==> src/rtl/fft_iter.sv <==
// fft_iter: iterative in-place radix-2 decimation-in-time FFT, one butterfly per clock.
//
// Parameters:
//   LOG2N : log2 of the transform size N (2..10)
//   DW    : two's-complement width of each real / imaginary part
//   FRAC  : fraction bits of the fixed-point format Q(DW-FRAC-1).FRAC
//
// Ports:
//   ck        : clock, rising edge
//   rst_n     : synchronous active-low reset (state and counters only; tables kept)
//   tw_we     : twiddle table write enable, honoured only while idle
//   tw_addr   : twiddle index k (0..N/2-1)
//   tw_data   : {re, im} of W^k = exp(-j*2*pi*k/N)
//   in_valid  : input sample valid
//   in_ready  : block accepts an input sample (idle or loading)
//   in_data   : complex input sample {re, im}
//   out_valid : output bin valid (unloading only)
//   out_ready : downstream accepts an output bin
//   out_data  : complex output bin {re, im}, natural order
//   out_last  : marks bin N-1
//   busy      : high whenever a frame is in flight
//
// Build option: define FFT_STAGE_SCALE_EN to halve both butterfly outputs in every
// stage (overall 1/N scaling). Without it no scaling is applied.
module fft_iter #(
   parameter int unsigned LOG2N = 3,
   parameter int unsigned DW    = 16,
   parameter int unsigned FRAC  = 11
) (
   input  logic                 ck,
   input  logic                 rst_n,
   input  logic                 tw_we,
   input  logic [LOG2N-2:0]     tw_addr,
   input  logic [2*DW-1:0]      tw_data,
   input  logic                 in_valid,
   output logic                 in_ready,
   input  logic [2*DW-1:0]      in_data,
   output logic                 out_valid,
   input  logic                 out_ready,
   output logic [2*DW-1:0]      out_data,
   output logic                 out_last,
   output logic                 busy
);

   localparam int unsigned N    = 2 ** LOG2N;
   localparam int unsigned HALF = N / 2;
   localparam int unsigned SW   = $clog2(LOG2N);

   typedef enum logic [1:0] {StIdle, StLoad, StCalc, StUnload} state_e;

   state_e               state_q, state_d;
   logic [LOG2N-1:0]     cnt_q, cnt_d;
   logic [SW-1:0]        stage_q, stage_d;
   logic [LOG2N-2:0]     bfly_q, bfly_d;
   logic [2*DW-1:0]      mem_q [N];
   logic [2*DW-1:0]      mem_d [N];
   logic [2*DW-1:0]      tw_q [HALF];
   logic [2*DW-1:0]      tw_d [HALF];

   // Butterfly datapath
   logic [LOG2N-1:0]     j_ext, m, k, addr_a, addr_b, tw_full;
   logic [LOG2N-2:0]     tw_idx;
   int unsigned          tw_sh;
   logic signed [DW-1:0] xa_re, xa_im, xb_re, xb_im, w_re, w_im;
   logic signed [DW-1:0] p_re, p_im, y0_re, y0_im, y1_re, y1_im;
   logic signed [2*DW:0] rr, ii, ri, ir, full_re, full_im;

   function automatic logic [LOG2N-1:0] bitrev(input logic [LOG2N-1:0] v);
      logic [LOG2N-1:0] r;
      for (int i = 0; i < int'(LOG2N); i++) begin
         r[i] = v[LOG2N-1-i];
      end
      return r;
   endfunction

   always_comb begin
      // Address generation: a = (j/m)*2m + k, b = a + m, twiddle = k*N/(2m)
      j_ext   = {1'b0, bfly_q};
      m       = LOG2N'(1) << stage_q;
      k       = j_ext & (m - LOG2N'(1));
      addr_a  = ((j_ext & ~(m - LOG2N'(1))) << 1) | k;
      addr_b  = addr_a | m;
      tw_sh   = LOG2N - 1 - 32'(stage_q);
      tw_full = k << tw_sh;
      tw_idx  = tw_full[LOG2N-2:0];

      xa_re = mem_q[addr_a][2*DW-1:DW];
      xa_im = mem_q[addr_a][DW-1:0];
      xb_re = mem_q[addr_b][2*DW-1:DW];
      xb_im = mem_q[addr_b][DW-1:0];
      w_re  = tw_q[tw_idx][2*DW-1:DW];
      w_im  = tw_q[tw_idx][DW-1:0];

      // Full-precision partial products; the slice is floor(>>>FRAC) truncated to DW
      rr      = (2*DW+1)'(xb_re) * (2*DW+1)'(w_re);
      ii      = (2*DW+1)'(xb_im) * (2*DW+1)'(w_im);
      ri      = (2*DW+1)'(xb_re) * (2*DW+1)'(w_im);
      ir      = (2*DW+1)'(xb_im) * (2*DW+1)'(w_re);
      full_re = rr - ii;
      full_im = ri + ir;
      p_re    = full_re[FRAC+DW-1:FRAC];
      p_im    = full_im[FRAC+DW-1:FRAC];

      y0_re = xa_re + p_re;
      y0_im = xa_im + p_im;
      y1_re = xa_re - p_re;
      y1_im = xa_im - p_im;
`ifdef FFT_STAGE_SCALE_EN
      y0_re = y0_re >>> 1;
      y0_im = y0_im >>> 1;
      y1_re = y1_re >>> 1;
      y1_im = y1_im >>> 1;
`endif
   end

   always_comb begin
      state_d   = state_q;
      cnt_d     = cnt_q;
      stage_d   = stage_q;
      bfly_d    = bfly_q;
      mem_d     = mem_q;
      tw_d      = tw_q;
      in_ready  = 1'b0;
      out_valid = 1'b0;
      out_last  = 1'b0;
      out_data  = '0;
      busy      = (state_q != StIdle);

      unique case (state_q)
         StIdle: begin
            in_ready = 1'b1;
            if (tw_we) begin
               tw_d[tw_addr] = tw_data;
            end
            if (in_valid) begin
               mem_d[bitrev(cnt_q)] = in_data;
               cnt_d   = cnt_q + LOG2N'(1);
               state_d = StLoad;
            end
         end
         StLoad: begin
            in_ready = 1'b1;
            if (in_valid) begin
               mem_d[bitrev(cnt_q)] = in_data;
               if (cnt_q == LOG2N'(N - 1)) begin
                  cnt_d   = '0;
                  state_d = StCalc;
               end else begin
                  cnt_d = cnt_q + LOG2N'(1);
               end
            end
         end
         StCalc: begin
            mem_d[addr_a] = {y0_re, y0_im};
            mem_d[addr_b] = {y1_re, y1_im};
            if (bfly_q == '1) begin
               bfly_d = '0;
               if (stage_q == SW'(LOG2N - 1)) begin
                  stage_d = '0;
                  state_d = StUnload;
               end else begin
                  stage_d = stage_q + SW'(1);
               end
            end else begin
               bfly_d = bfly_q + (LOG2N-1)'(1);
            end
         end
         StUnload: begin
            out_valid = 1'b1;
            out_data  = mem_q[cnt_q];
            out_last  = (cnt_q == LOG2N'(N - 1));
            if (out_ready) begin
               if (cnt_q == LOG2N'(N - 1)) begin
                  cnt_d   = '0;
                  state_d = StIdle;
               end else begin
                  cnt_d = cnt_q + LOG2N'(1);
               end
            end
         end
         default: state_d = StIdle;
      endcase
   end

   always_ff @(posedge ck) begin
      if (!rst_n) begin
         state_q <= StIdle;
         cnt_q   <= '0;
         stage_q <= '0;
         bfly_q  <= '0;
      end else begin
         state_q <= state_d;
         cnt_q   <= cnt_d;
         stage_q <= stage_d;
         bfly_q  <= bfly_d;
      end
   end

   // Data buffer and twiddle table survive reset; a partial frame is simply abandoned
   always_ff @(posedge ck) begin
      if (rst_n) begin
         mem_q <= mem_d;
         tw_q  <= tw_d;
      end
   end

endmodule

==> config.mk <==
export PLATFORM = sky130hd
export DESIGN_NAME = fft_iter
export DESIGN_NICKNAME = d
export VERILOG_FILES = /design/src/rtl/fft_iter.sv
export SDC_FILE = /design/constraint.sdc
export NUM_CORES = 2
export LEC_CHECK = 0
export CAP_MARGIN = 30
export CORE_ASPECT_RATIO = 2
export CORE_MARGIN = 2
export CORE_UTILIZATION = 45
export DETAILED_ROUTE_END_ITERATION = 6
export PLACE_DENSITY = 0.71
export SETUP_SLACK_MARGIN = 0.1
export SYNTH_ARGS = -nofsm -noshare
export SYNTH_HDL_FRONTEND = slang
export SYNTH_SLANG_ARGS = --single-unit
==> constraint.sdc <==
create_clock -name ck -period 10.55 [get_ports ck]
set_input_delay 2.11 -clock ck [delete_from_list [all_inputs] [get_ports ck]]
set_output_delay 2.11 -clock ck [all_outputs]
set_load 0.02 [all_outputs]
=== Yosys cells after proc, flatten, opt, wreduce, memory -nomap -nowiden ===
Cells that the tools add are included.
Widths: inputs -> output; s select.

* Add/subtract/negate cells: 11
* $mul: 4
* Magnitude comparators: 10
* Eq/ne operators: 14
* Shifts and indexed selects: 2
* Multiplexer cells: 45
* Bitwise operators: 11
* Reductions and logical operators: 14

{| class="wikitable"
|+ Operators by type and width
! kind !! number
|-
| $bwmux 256 || 3
|-
| $pmux 256 s2 || 1
|-
| $mux 32 || 13
|-
| $bmux 32 s3 || 3
|-
| $demux 32 s3 || 3
|-
| $mux 256 || 1
|-
| $bwmux 128 || 1
|-
| $mul 16x16->27 || 4
|-
| $bmux 32 s2 || 1
|-
| $demux 32 s2 || 1
|-
| $add 16x16->16 || 2
|-
| $shl 3x32->2 || 1
|-
| $sub 16x16->16 || 2
|-
| $add 27x27->27 || 1
|-
| $sub 27x27->27 || 1
|-
| $mux 2 || 9
|-
| $ge 4x4->1 const B || 4
|-
| $not 3->4 || 4
|-
| $ne 2x2->1 const B || 7
|-
| $lt 4x1->1 const B || 3
|-
| $mux 3 || 4
|-
| $pmux 3 s3 || 1
|-
| $eq 2x2->1 const B || 4
|-
| $pmux 2 s4 || 1
|-
| other kinds (25) || 36
|}

* Register bits: 393
* Bits of input ports: 71
* Output and inout port bits: 36
* Word-level logic and storage cells: 127

=== Depth between registers and ports, before layout ===
* Word-level depth: 16
* Mapped depth: 56

=== Worst setup path after synthesis ===
No wires, ideal clock.

* Path kind: register to register
* Start: register stage_q[0]
* End: register mem_q[143] (netlist name), data pin
* Arrival time: 11.377 ns
* Required time: 10.279 ns
* Slack: -1.098 ns
* Cell stages (with the launch flop): 52
* Buffers on the path: 9
* Cell sequence: dfxtp_1 -> inv_1 -> ha_1 -> buf_6 -> nor2b_4 -> buf_6 -> and3_1 -> buf_6 -> buf_6 -> buf_6 -> buf_4 -> buf_1 -> mux2i_1 -> mux2_2 -> clkbuf_1 -> nor2_1 -> fa_1 -> inv_1 -> (+16 left out) -> nor2_1 -> o21ba_2 -> xnor2_1 -> ha_1 -> clkbuf_1 -> inv_1 -> a21oi_1 -> o21bai_1 -> a21o_1 -> a21oi_1 -> o41ai_1 -> o41a_1 -> a221oi_1 -> o21bai_1 -> a21oi_1 -> xnor3_1 -> a32oi_1 -> o31ai_1

{| class="wikitable"
|+ RTL lines
! element !! RTL line !! text
|-
| start, declared || 53 || <nowiki>logic [SW-1:0] stage_q, stage_d;</nowiki>
|-
| start signal, assigned || 194 || <nowiki>stage_q <= stage_d;</nowiki>
|-
| end signal, assigned || 202 || <nowiki>mem_q <= mem_d;</nowiki>
|-
| end, declared || 55 || <nowiki>logic [2*DW-1:0] mem_q [N];</nowiki>
|}

==> flow_summary_export.csv <==
group,metric,value,unit
route,via_per_inst,6.13,
clock_tree,cts-htree-levels,2,
layout,nets,8464,
route,drtIter0Drc,5357,
setup_path,critical_path.startpoint,"stage_q[1]",
synth,synth.net_count,7501,
clock_tree,clock_latency,610,ps
route,vias,54100,
synth,async_flop_share,0,
sta,drv_slew,0,
layout,final_cell_mix,"1153 x inv_1, 953 x buf_4, 938 x fa_1",
setup_path,start_kind,"register",
global_routing,grt_pass1_wl,416,mm
synth,yosys.area.top_type,"fa_1",
place,place_ws,-1280,ps
route,wirelength,299,mm
synth,synth_edf_count,384,
setup_path,r2r_end,"mem_q[254]",
floorplan,core-area,131000,sq um
sta,max-slew-margin-rel,0.291,
clock_tree,hold_buffers,0,
global_routing,antenna_found_initial,15,
setup_path,critPathKind,"reg -> reg",
layout,final_common_cell,"inv_1",
floorplan,dieArea,134000,sq um
floorplan,io_pins,107,
synth,yosys.area.top_type_share,0.328,
setup_path,r2r_start,"stage_q[1]",
place,io_buffers,106,
synth,synth-seq-area-share,0.198,
clock_tree,root_buffer,"clkbuf_16",
layout,fillers,11500,
run_status,violations,"negative setup slack",
setup_path,critical-path-max-stage-delay,590,ps
worst_hold_path,hold_class,"reg -> reg",
clock_tree,cts_tree,"done",
sta,finalCriticalPeriod,11370,ps
run,max-cap-violations,0,
clock_tree,numCtsBuffers,37,
setup_path,r2r_slack,-820,ps
synth,synthCells,6114,
route,wl_per_cell,33.9,um
global_routing,use_met3,0.126,
sta,rsz0062_at_grt,"true",
synth,yosys_register_bits,393,
floorplan,rows,188,
setup_path,cpMostUsedCell,"buf_4",
setup_path,cp.required,10870,ps
floorplan,die_x,260,um
floorplan,start_util,0.452,
layout,multi_input_area,44300,sq um
setup_path,cp-end-kind,"register",
sta,tightest_slew,1060,ps
global_routing,grtUsageTotal,0.450,
synth,dominantRegCellSynth,"edfxtp_1",
floorplan,die_h,516,um
sta,setup_viol,122,
route,ant_nets,0,
synth,yosysWarnings,0,
place,placedCellCount,8596,
place,dpl.hpwl,232,mm
sta,setup_tns,-51400,ps
synth,synth.area.top_cells,"fa_1 33%, edfxtp_1 20%, inv_1 7.5%",
global_routing,grt_max_degree,84,
setup_path,critPathCapture,"mem_q[254]",
clock_tree,clkTransAtPathRegs,80,ps
setup_path,crit_path_top_delay_cell,"fa_1",
sta,final_hold_viol_count,0,
layout,finalNonFillerCells,8819,
sta,finalCritPeriodShare,1.08,
setup_path,worst-path-max-fanout,10,
route,drc,0,
layout,syn_to_final_growth,28.0,%
route,firstDrtPassIters,6,
sta,clock.fmax,0.0879,GHz
global_routing,grt_pass1_vias,58200,
clock_tree,clock_path_buffers,3,
sta,timing.hold.ws,615,ps
synth,syn_avg_cell_area,9.66,sq um
synth,synth.distinct_cells,82,
run_status,outcome,"finished, violations left",
global_routing,use_met2,0.734,
setup_path,worstPathArrival,11690,ps
place,gp_congestion,1.07,
setup_path,worstRegToRegCells,50,
synth,netlist_area,59100,sq um
global_routing,gr-usage-met1,0.413,
global_routing,gr-total-overflow,0,
layout,drive_gt1_frac,0.258,
sta,skew,39.1,ps
global_routing,top_usage_layer,"met2",
layout,seq_area,11700,sq um
sta,setup_slack,-823,ps
clock_tree,cts.sinks,393,
[layout make-up]
cell class	count	area share
Multi-Input combinational cell	4197	0.585
Timing Repair Buffer	1266	0.156
Antenna cell	9	0.000298
Tap cell	1710	0.0283
Inverter	1182	0.0589
Sequential cell	393	0.155
Clock buffer	46	0.0130
Clock inverter	16	0.00293
[worst min path at each step]
stage	slack (ps)	cells after the start	start	end
final	610	2	state_q[1]	state_q[1]
after global placement	580	2	state_q[1]	state_q[1]
after global routing	650	2	state_q[1]	state_q[1]
after detailed placement	580	3	stage_q[1]	stage_q[1]
after floorplan	450	2	stage_q[1]	stage_q[1]
after CTS	600	3	stage_q[1]	stage_q[1]
[kinds of logic after synthesis]
family                     count (synthesis)  synth area share
and+or+nand+nor                         1598             0.110
buffers and inverters                   1525            0.0980
adders and majority gates               1317             0.402
AOI/OAI and AO/OA                        837            0.0922
DFF                                      393             0.198
muxes                                    274            0.0736
xor gates and xnor gates                 170            0.0266
[state kept, by name, summed over array words and instances (netlist names)]
name / count
bfly_q: 2
cnt_q: 3
mem_q: 256
stage_q: 2
state_q: 2
tw_q: 128
[Yosys cell counts (19+ instances only)]
cell type	count
a21o_1	20
a21oi_1	136
a22o_1	21
buf_1	78
clkbuf_1	246
edfxtp_1	384
fa_1	968
ha_1	348
inv_1	1177
mux2_2	58
mux2i_1	93
mux4_2	122
nand2_1	728
nand2b_1	24
nand3_1	39
nor2_1	667
nor3_1	43
o21ai_0	175
o21bai_1	31
o221a_2	19
o221ai_1	64
o22ai_1	244
xnor2_1	141
xor2_1	23
[repair_timing]
| item | in CTS | in global routing |
|---|---|---|
| setup endpoints to repair | 176 | 187 |
| resized for setup | 153 | 374 |
| setup buffers | 42 | 104 |
| gates cloned | 2 | 3 |
| pin swaps | 54 | 159 |
[per-layer routing]
metal | vias to the layer above | wire length (um)
met5 | - | 156
met1 | 26800 | 82400
met4 | 18 | 48500
met2 | 3667 | 141000
li1 | 21700 | -
met3 | 1935 | 27600
[through the flow]
| stage | instance area (sq um) | util |
|---|---|---|
| 3_3_place_gp | 70300 | 0.538 |
| 3_5_place_dp | 70600 | 0.540 |
| 4_1_cts | 72900 | 0.557 |
| 5_1_grt | 75600 | 0.578 |
| 2_1_floorplan | 59600 | - |
| 6_report | 75600 | 0.578 |
[worst max-delay path, delay by kind of cell, from the launching register on]
kind	cells	cell delay, ps
adders and majority gates	11	4950
buffers and inverters	21	2570
AOI/OAI and AO/OA	9	1610
and+or+nand+nor	8	1440
DFF	1	360
xor gates and xnor gates	1	130
Power is left out: the tool's default activity adds up to more than one toggle a clock period on the data nets, which glitch-free logic cannot reach.
